[src/rtl/srlzr_sipo.sv]
// Serial-in/parallel-out deserializer with start-bit qualification, stop check and valid/ack output.
// Optional even-parity bit and oPARITY_ERR output when SRLZR_PARITY_EN is defined.
`timescale 1ns/1ps

module srlzr_sipo #(
    parameter int   DATA_W   = 8,
    parameter logic IDLE_LVL = 1'b1
) (
    input  logic              clk,
    input  logic              rst,
    input  logic              srl_in,
    input  logic              iSHIFT,
    output logic [DATA_W-1:0] oDATA_OUT,
    output logic              oDATA_VALID,
    input  logic              iDATA_ACK,
    output logic              oBUSY,
    output logic              oFRAME_ERR,
`ifdef SRLZR_PARITY_EN
    output logic              oPARITY_ERR,
`endif
    output logic              oOVERRUN
);

    localparam int CNT_W = $clog2(DATA_W);
    localparam logic [CNT_W-1:0] LAST_BIT = CNT_W'(DATA_W - 1);

`ifdef SRLZR_PARITY_EN
    typedef enum logic [2:0] {IDLE, START_CHK, DATA, PARITY, STOP} state_t;
`else
    typedef enum logic [2:0] {IDLE, START_CHK, DATA, STOP} state_t;
`endif

    state_t            state;
    logic [CNT_W-1:0]  bit_cnt;
    logic [DATA_W-1:0] shift_reg;
    logic              sync_1;
    logic              sync_2;
    logic              stop_ok;
    logic              frame_good;
`ifdef SRLZR_PARITY_EN
    logic              par_bad;
`endif

    // Pin synchronizer runs every cycle; only the FSM is gated by the strobe.
    always_ff @(posedge clk or negedge rst) begin
        if (!rst) begin
            sync_1 <= IDLE_LVL;
            sync_2 <= IDLE_LVL;
        end else begin
            sync_1 <= srl_in;
            sync_2 <= sync_1;
        end
    end

    assign oBUSY   = (state != IDLE);
    assign stop_ok = (sync_2 == IDLE_LVL);
`ifdef SRLZR_PARITY_EN
    assign frame_good = stop_ok && !par_bad;
`else
    assign frame_good = stop_ok;
`endif

    always_ff @(posedge clk or negedge rst) begin
        if (!rst) begin
            state       <= IDLE;
            bit_cnt     <= '0;
            shift_reg   <= '0;
            oDATA_OUT   <= '0;
            oDATA_VALID <= 1'b0;
            oFRAME_ERR  <= 1'b0;
            oOVERRUN    <= 1'b0;
`ifdef SRLZR_PARITY_EN
            oPARITY_ERR <= 1'b0;
            par_bad     <= 1'b0;
`endif
        end else begin
            oFRAME_ERR <= 1'b0;
`ifdef SRLZR_PARITY_EN
            oPARITY_ERR <= 1'b0;
`endif
            if (iDATA_ACK && oDATA_VALID)
                oDATA_VALID <= 1'b0;
            if (iSHIFT) begin
                case (state)
                    IDLE: begin
                        if (sync_2 == ~IDLE_LVL)
                            state <= START_CHK;
                    end
                    START_CHK: begin
                        bit_cnt <= '0;
                        state   <= (sync_2 == ~IDLE_LVL) ? DATA : IDLE;
                    end
                    DATA: begin
                        shift_reg <= {sync_2, shift_reg[DATA_W-1:1]};
                        bit_cnt   <= bit_cnt + 1'b1;
                        if (bit_cnt == LAST_BIT) begin
`ifdef SRLZR_PARITY_EN
                            state <= PARITY;
`else
                            state <= STOP;
`endif
                        end
                    end
`ifdef SRLZR_PARITY_EN
                    PARITY: begin
                        par_bad <= (^shift_reg) ^ sync_2;
                        state   <= STOP;
                    end
`endif
                    STOP: begin
                        state      <= IDLE;
                        oFRAME_ERR <= !stop_ok;
`ifdef SRLZR_PARITY_EN
                        oPARITY_ERR <= par_bad;
`endif
                        // A load overrides the ack clear above, so ack+completion keeps valid high.
                        if (frame_good) begin
                            oDATA_OUT   <= shift_reg;
                            oDATA_VALID <= 1'b1;
                            if (oDATA_VALID && !iDATA_ACK)
                                oOVERRUN <= 1'b1;
                        end
                    end
                    default: state <= IDLE;
                endcase
            end
        end
    end

endmodule

[config.mk]
export PLATFORM = sky130hd
export DESIGN_NAME = srlzr_sipo
export DESIGN_NICKNAME = d
export VERILOG_FILES = /design/src/rtl/srlzr_sipo.sv
export SDC_FILE = /design/constraint.sdc
export NUM_CORES = 1
export LEC_CHECK = 0
export ABC_AREA = 1
export CORE_AREA = 2 2 54 56
export CTS_BUF_LIST = sky130_fd_sc_hd__clkbuf_4
export DETAILED_ROUTE_END_ITERATION = 12
export DIE_AREA = 0 0 56 58
export DONT_BUFFER_PORTS = 1
export HOLD_SLACK_MARGIN = 0.12
export SYNTH_ARGS = -nofsm -noshare
export SYNTH_HDL_FRONTEND = slang
export SYNTH_SLANG_ARGS = --single-unit
[constraint.sdc]
create_clock -name clk -period 1.65 [get_ports clk]
set_clock_uncertainty 0.15 [all_clocks]
set_input_delay 0.2475 -clock clk [delete_from_list [all_inputs] [get_ports clk]]
set_output_delay 0.2475 -clock clk [all_outputs]
set_load 0.1 [all_outputs]
==> results of run 1 <==
[power groups by stage]
stage	Clock (W)	Combinational [W]	Sequential [W]
after floorplan	0	0.000550	0.00136
after global placement	0	0.000918	0.00117
after detailed placement	0	0.000940	0.00117
after CTS	0.000446	0.00105	0.00115
after global routing	0.000470	0.00114	0.00117
final	0.000427	0.00104	0.00116
[timing repair]
action                                  in CTS  in global routing
endpoints found under the setup margin       5                  1
buffers inserted                             2                  0
pin swaps                                    1                  0
endpoints found under the hold margin       44                  0
hold buffers                                 5                  0
resized for setup                            8                  0
[per-layer routing]
metal	up-vias	track usage, %	wire length, µm
met2	16	21.18	854
li1	391	-	-
met5	-	0	0
met3	2	5.357	103
met4	0	3.061	16
met1	368	15.65	848
[through the flow]
stage	setup TNS [ps]	total power (W)	std cells	worst slack (ps)
finish	-17.21	0.002622	162	-17.21
global route	-85.51	0.002779	162	-85.51
CTS	-16.25	0.002652	162	-16.25
detailed placement	0	0.002110	151	103.4
global placement	0	0.002084	151	166.4
floorplan	0	0.001909	115	23.89
[cell type report]
type	count	share of cell area [%]
Clock inverter	1	2.147
Inverter	14	4.025
Clock buffer	3	1.610
Sequential cell	26	47.05
Multi-Input combinational cell	72	31.84
Timing Repair Buffer	15	10.55
Tap cell	31	2.773
[kinds of logic after synthesis]
kind of cell             after synthesis
flip-flops                            26
adder cells (fa/ha/maj)                6
AND/OR/NAND/NOR                       46
AO/OA/AOI/OAI                         20
buffers and inverters                 17
[worst max path at each step]
| stage | to | slack (ps) |
|---|---|---|
| 2_1_floorplan | state[0] | 20 |
| 3_3_place_gp | shift_reg[7] | 170 |
| 3_5_place_dp | shift_reg[7] | 100 |
| 4_1_cts | oBUSY | -20 |
| 5_1_grt | oBUSY | -90 |
| 6_report | oBUSY | -20 |
[layout by cell type, fill, tap and decap left out, types with 2 or more instances in the layout]
master and n:
dlygate4sd3_1 4, clkbuf_4 3, inv_1 11, inv_2 2, o21ai_2 13, buf_12 2
nand2_1 37, buf_4 9, o21ai_0 3, dfstp_2 2, nand3_1 2, nor2_1 5
dfrtp_2 4, dfrtp_1 20, o21ai_1 2, ha_1 5
==> impl_metrics.tcl, run 1 <==
set metrics [dict create \
    status "finished with violations" \
    failed_checks "negative setup slack" \
    setup_ws_ps -17.21 \
    synth_fa_ha_area_share_pct 6.424 \
    grt_pass1_vias 717 \
    yosys-top-cells-area "dfrtp_1, nand2_1, o21ai_2, ha_1, dfstp_2" \
    pwr-share-seq_pct 44.1 \
    crit_family "flip-flops" \
    avgRoutedWirePerCell_um 11.25 \
    fmax_mhz 599.8 \
    place_area_um2 1254 \
    slew_headroom_pct 67.15 \
    finalHoldViolations 0 \
    clock-sinks 26 \
    grt_pass1_wl_um 3208 \
    syn-instance-count 115 \
    ys_warn_count 0 \
    worstPathMaxFanout 3 \
    cts_tree "built" \
    grt_max_degree 27 \
    hpwl_um 1251 \
    ys_ff_latch 26 \
    start_util_pct 43.89 \
    min_path_type "in -> async" \
    drt_first_pass_iters 4 \
    multi_input_area_um2 445.4 \
    area_growth_pct 19.70 \
    power_density_nw_per_um2 1874 \
    num_rows 19 \
    syn-num-nets 126 \
    port_buffers 0 \
    cp-start-kind "register" \
    crit_buf_inv 3 \
    io_pins 17 \
    core_um2 2663 \
    vdd_drop_max_uv 1043 \
    synth.distinct_cells 16 \
    nNetsFinal 143 \
    htree_levels 1 \
    drcViolationCount 0 \
    synth_top_area_share_pct 51.39 \
    synth-async-reset-ratio_pct 100.0 \
    ys_seq_area_share_pct 55.89 \
    dieArea_um2 3248 \
    grt_overflow 0 \
    arrival_ps 1270 \
    drtIter0Drc 20 \
    synth_area_um2 1169 \
    hold_ws_ps 192.4 \
    period_minus_slack_ps 1667 \
    stdcell_area_um2 1399 \
    power.leakage_nw 0.6741 \
    intPower_w 0.001388 \
    clock_path_buffers 2 \
    grt_setup_unrepaired "yes" \
    fill_cells 249 \
    critical_path_depth 4 \
    p_switching_w 0.001234 \
    final_util_pct 52.54 \
    synth_edf_count 0 \
    synthXorXnorAreaFrac_pct 0 \
    synth_flop_cell "dfrtp_1" \
    drt-total-wl_um 1823 \
    antenna_found_initial 0 \
    cts_buffers 3 \
    crit_required_ps 1250 \
    reg2regPathDepth 5 \
    combinationalPowerShare_pct 39.6 \
    crit_chain "inv_2, ha_4, clkinvlp_4, buf_12" \
    cp_slowest_stage_delay_ps 430 \
    fin_crit_sh_pct 101.0 \
    cts_root_buf "clkbuf_4" \
    pwr-share-clk_pct 16.3 \
    vias 777 \
    clk_latency_ps 320 \
    synth_common_cells "nand2_1, dfrtp_1, inv_1" \
    globalplace.congestion 0.8386 \
    reg2reg_to "shift_reg[7]" \
    diodes 0 \
    register_area_um2 658.1 \
    max-cap-violations 0 \
    critPathCaptureType "output pin" \
    slew_viol_final 0 \
    ant_nets 0 \
    synthSimpleGateAreaFrac_pct 16.38 \
    tightest_slew_ps 492.8 \
    regToRegStartpoint "state[0]" \
    post-synth-top-area-cell "dfrtp_1" \
    r2r_setup_slack_ps 120 \
    critPathSlowestCell "dfrtp_1" \
    synth_top_family_by_area "simple AND/OR/NAND/NOR gates" \
    cp-startpoint "state[0]" \
    cts.clk_slew.worst_paths_ps 140 \
    die_y_um 58 \
    grt_use_total_pct 12.78 \
    drive_gt1_share_pct 32.06 \
    via_per_inst 4.796 \
    die_w_um 56 \
    setup_viol 1 \
    worstSetupPathType "reg -> out" \
    synth.most_common_cell "nand2_1" \
    syn_avg_cell_area_um2 10.16 \
    switching_share_pct 47.05 \
    synth_mux_area_share_pct 0 \
    synth-compound-area-share_pct 14.24 \
]
Note: power is estimated with default switching activity, not from simulation.
==> run 2, diff against run 1 <==
CORE_AREA = 2 2 49 62   (was 2 2 54 56)
DIE_AREA = 0 0 51 64   (was 0 0 56 58)
==> run 2 against run 1 <==
The flow now finishes without violations. Fmax grew 1.3%. Cell area decreased by 2.3%. First-iteration DRC count fell by 15%. Die area rose by 0.49%. Worst hold slack better by 24 ps. Wire length increased by 4.5%. Flip-flop and latch count unchanged. Largest cell class unchanged.
==> impl_metrics.tcl, run 2 (synthesis gave the netlist of run 1 again) <==
set metrics [dict create \
    drt_first_pass_iters 4 \
    clock-sinks 26 \
    io_pins 17 \
    fmax_mhz 607.5 \
    fin_cells 162 \
    clock_path_buffers 2 \
    p_total_w 0.002473 \
    via_per_inst 4.728 \
    reg2regPathDepth 5 \
    globalplace.congestion 0.7199 \
    die_y_um 64 \
    hpwl_um 1319 \
    final_util_pct 51.49 \
    top_layer "met4" \
    crit_chain "inv_2, ha_4, clkinvlp_4, buf_12" \
    ant_nets 0 \
    slew_headroom_pct 66.67 \
    reg2reg_to "oDATA_OUT[4]" \
    regToRegStartpoint "state[1]" \
    dp_cells 151 \
    cts_root_buf "clkbuf_4" \
    start_util_pct 44.04 \
    core_um2 2654 \
    wl_met2_um 994 \
    cp-start-kind "register" \
    drt-total-wl_um 1905 \
    worstSetupPathType "reg -> out" \
    cts_tree "built" \
    die_w_um 51 \
    tightest_slew_ps 499.9 \
    stdcell_area_um2 1366 \
    avgRoutedWirePerCell_um 11.76 \
    num_rows 21 \
    finalHoldViolations 0 \
    r2r_setup_slack_ps 170 \
    setup_viol 0 \
    fin_crit_sh_pct 99.77 \
    nNetsFinal 140 \
    wl_met1_um 788 \
    dieArea_um2 3264 \
    period_minus_slack_ps 1646 \
    slew_viol_final 0 \
    grt_setup_unrepaired "yes" \
    cts.clk_slew.worst_paths_ps 130 \
    cp_slowest_stage_delay_ps 410 \
    grt_pass1_wl_um 3712 \
    grt_overflow 0 \
    dr_wl_met3_um 94 \
    arrival_ps 1250 \
    vdd_drop_max_uv 853.9 \
    worstPathMaxFanout 3 \
    critPathCaptureType "output pin" \
    drcViolationCount 0 \
    clk_latency_ps 310 \
    cp-startpoint "state[0]" \
    diodes 0 \
    grt_max_degree 27 \
    htree_levels 1 \
    vias 766 \
    crit_required_ps 1250 \
    grt_use_total_pct 15.13 \
    power.leakage_nw 0.6508 \
    critPathSlowestCell "dfrtp_1" \
    drtIter0Drc 17 \
    layout_common_cells "nand2_1, dfrtp_1, o21ai_2, inv_1, dfrtp_2" \
    cts_buffers 3 \
    max-cap-violations 0 \
    layout_commonest_cell "nand2_1" \
    place_area_um2 1235 \
    place_ws_ps 122.8 \
    min_path_type "in -> async" \
    area_growth_pct 16.92 \
    setup_ws_ps 3.803 \
    grt_pass1_vias 855 \
    drive_gt1_share_pct 32.81 \
    power_density_nw_per_um2 1810 \
    port_buffers 0 \
    status "completed" \
    antenna_found_initial 0 \
]
==> run 2: changes by cell type in the layout (fill, tap and decap cells not counted), sizes merged <==
| cell | delta |
|---|---|
| buf | -3 |
| bufinv | -1 |
| clkbuf | +1 |
==> run 2: how the worst max path moves through the flow <==
stage                    to  slack, ps
4_1_cts               oBUSY         -7
3_5_place_dp   shift_reg[7]        120
3_3_place_gp   shift_reg[7]        170
5_1_grt               oBUSY        -80
2_1_floorplan      state[0]         20
6_report              oBUSY          4
==> run 2: routing by layer <==
layer | GRT usage (%) | up-vias
met2 | 25.49 | 23
met5 | 0 | -
met3 | 3.505 | 4
li1 | - | 383
met1 | 18.36 | 356
met4 | 6.081 | 0
==> run 2: report_power, final <==
part	internal (W)	leakage, nW	switching [W]	total, W
sequential	0.000804	0.331	0.000425	0.00123
clock	0.000111	0.0184	0.000175	0.000286
combinational	0.000327	0.301	0.000630	0.000958
total	0.00124	0.651	0.00123	0.00247
==> run 2: final cells by class <==
class / count / area (µm²)
Fill cell: 267 / 1287
Sequential cell: 26 / 661.9
Multi-Input combinational cell: 72 / 450.4
Timing Repair Buffer: 12 / 125.1
Inverter: 14 / 56.30
Tap cell: 34 / 42.54
Clock buffer: 4 / 30.03
==> run 2: stage by stage <==
step / hold slack [ps] / TNS, ps
floorplan: -198.1 / 0
global placement: -197.4 / 0
detailed placement: -197.4 / 0
CTS: 215.8 / -6.554
global route: 204.9 / -79.47
finish: 216.6 / 0
==> run 2: worst max-delay path, delay by kind of cell, from the launching register on <==
kind | cells | cell delay, ps
buffers and inverters | 3 | 370
DFF | 1 | 410
adders and majority gates | 1 | 160
==> run 2: timing repair <==
action	in CTS	in global routing
hold buffers	5	0
pin swaps	1	1
cloned	0	0
resized for setup	11	1
setup buffers	2	0
endpoints found under the hold margin	44	0
endpoints found under the setup margin	8	8
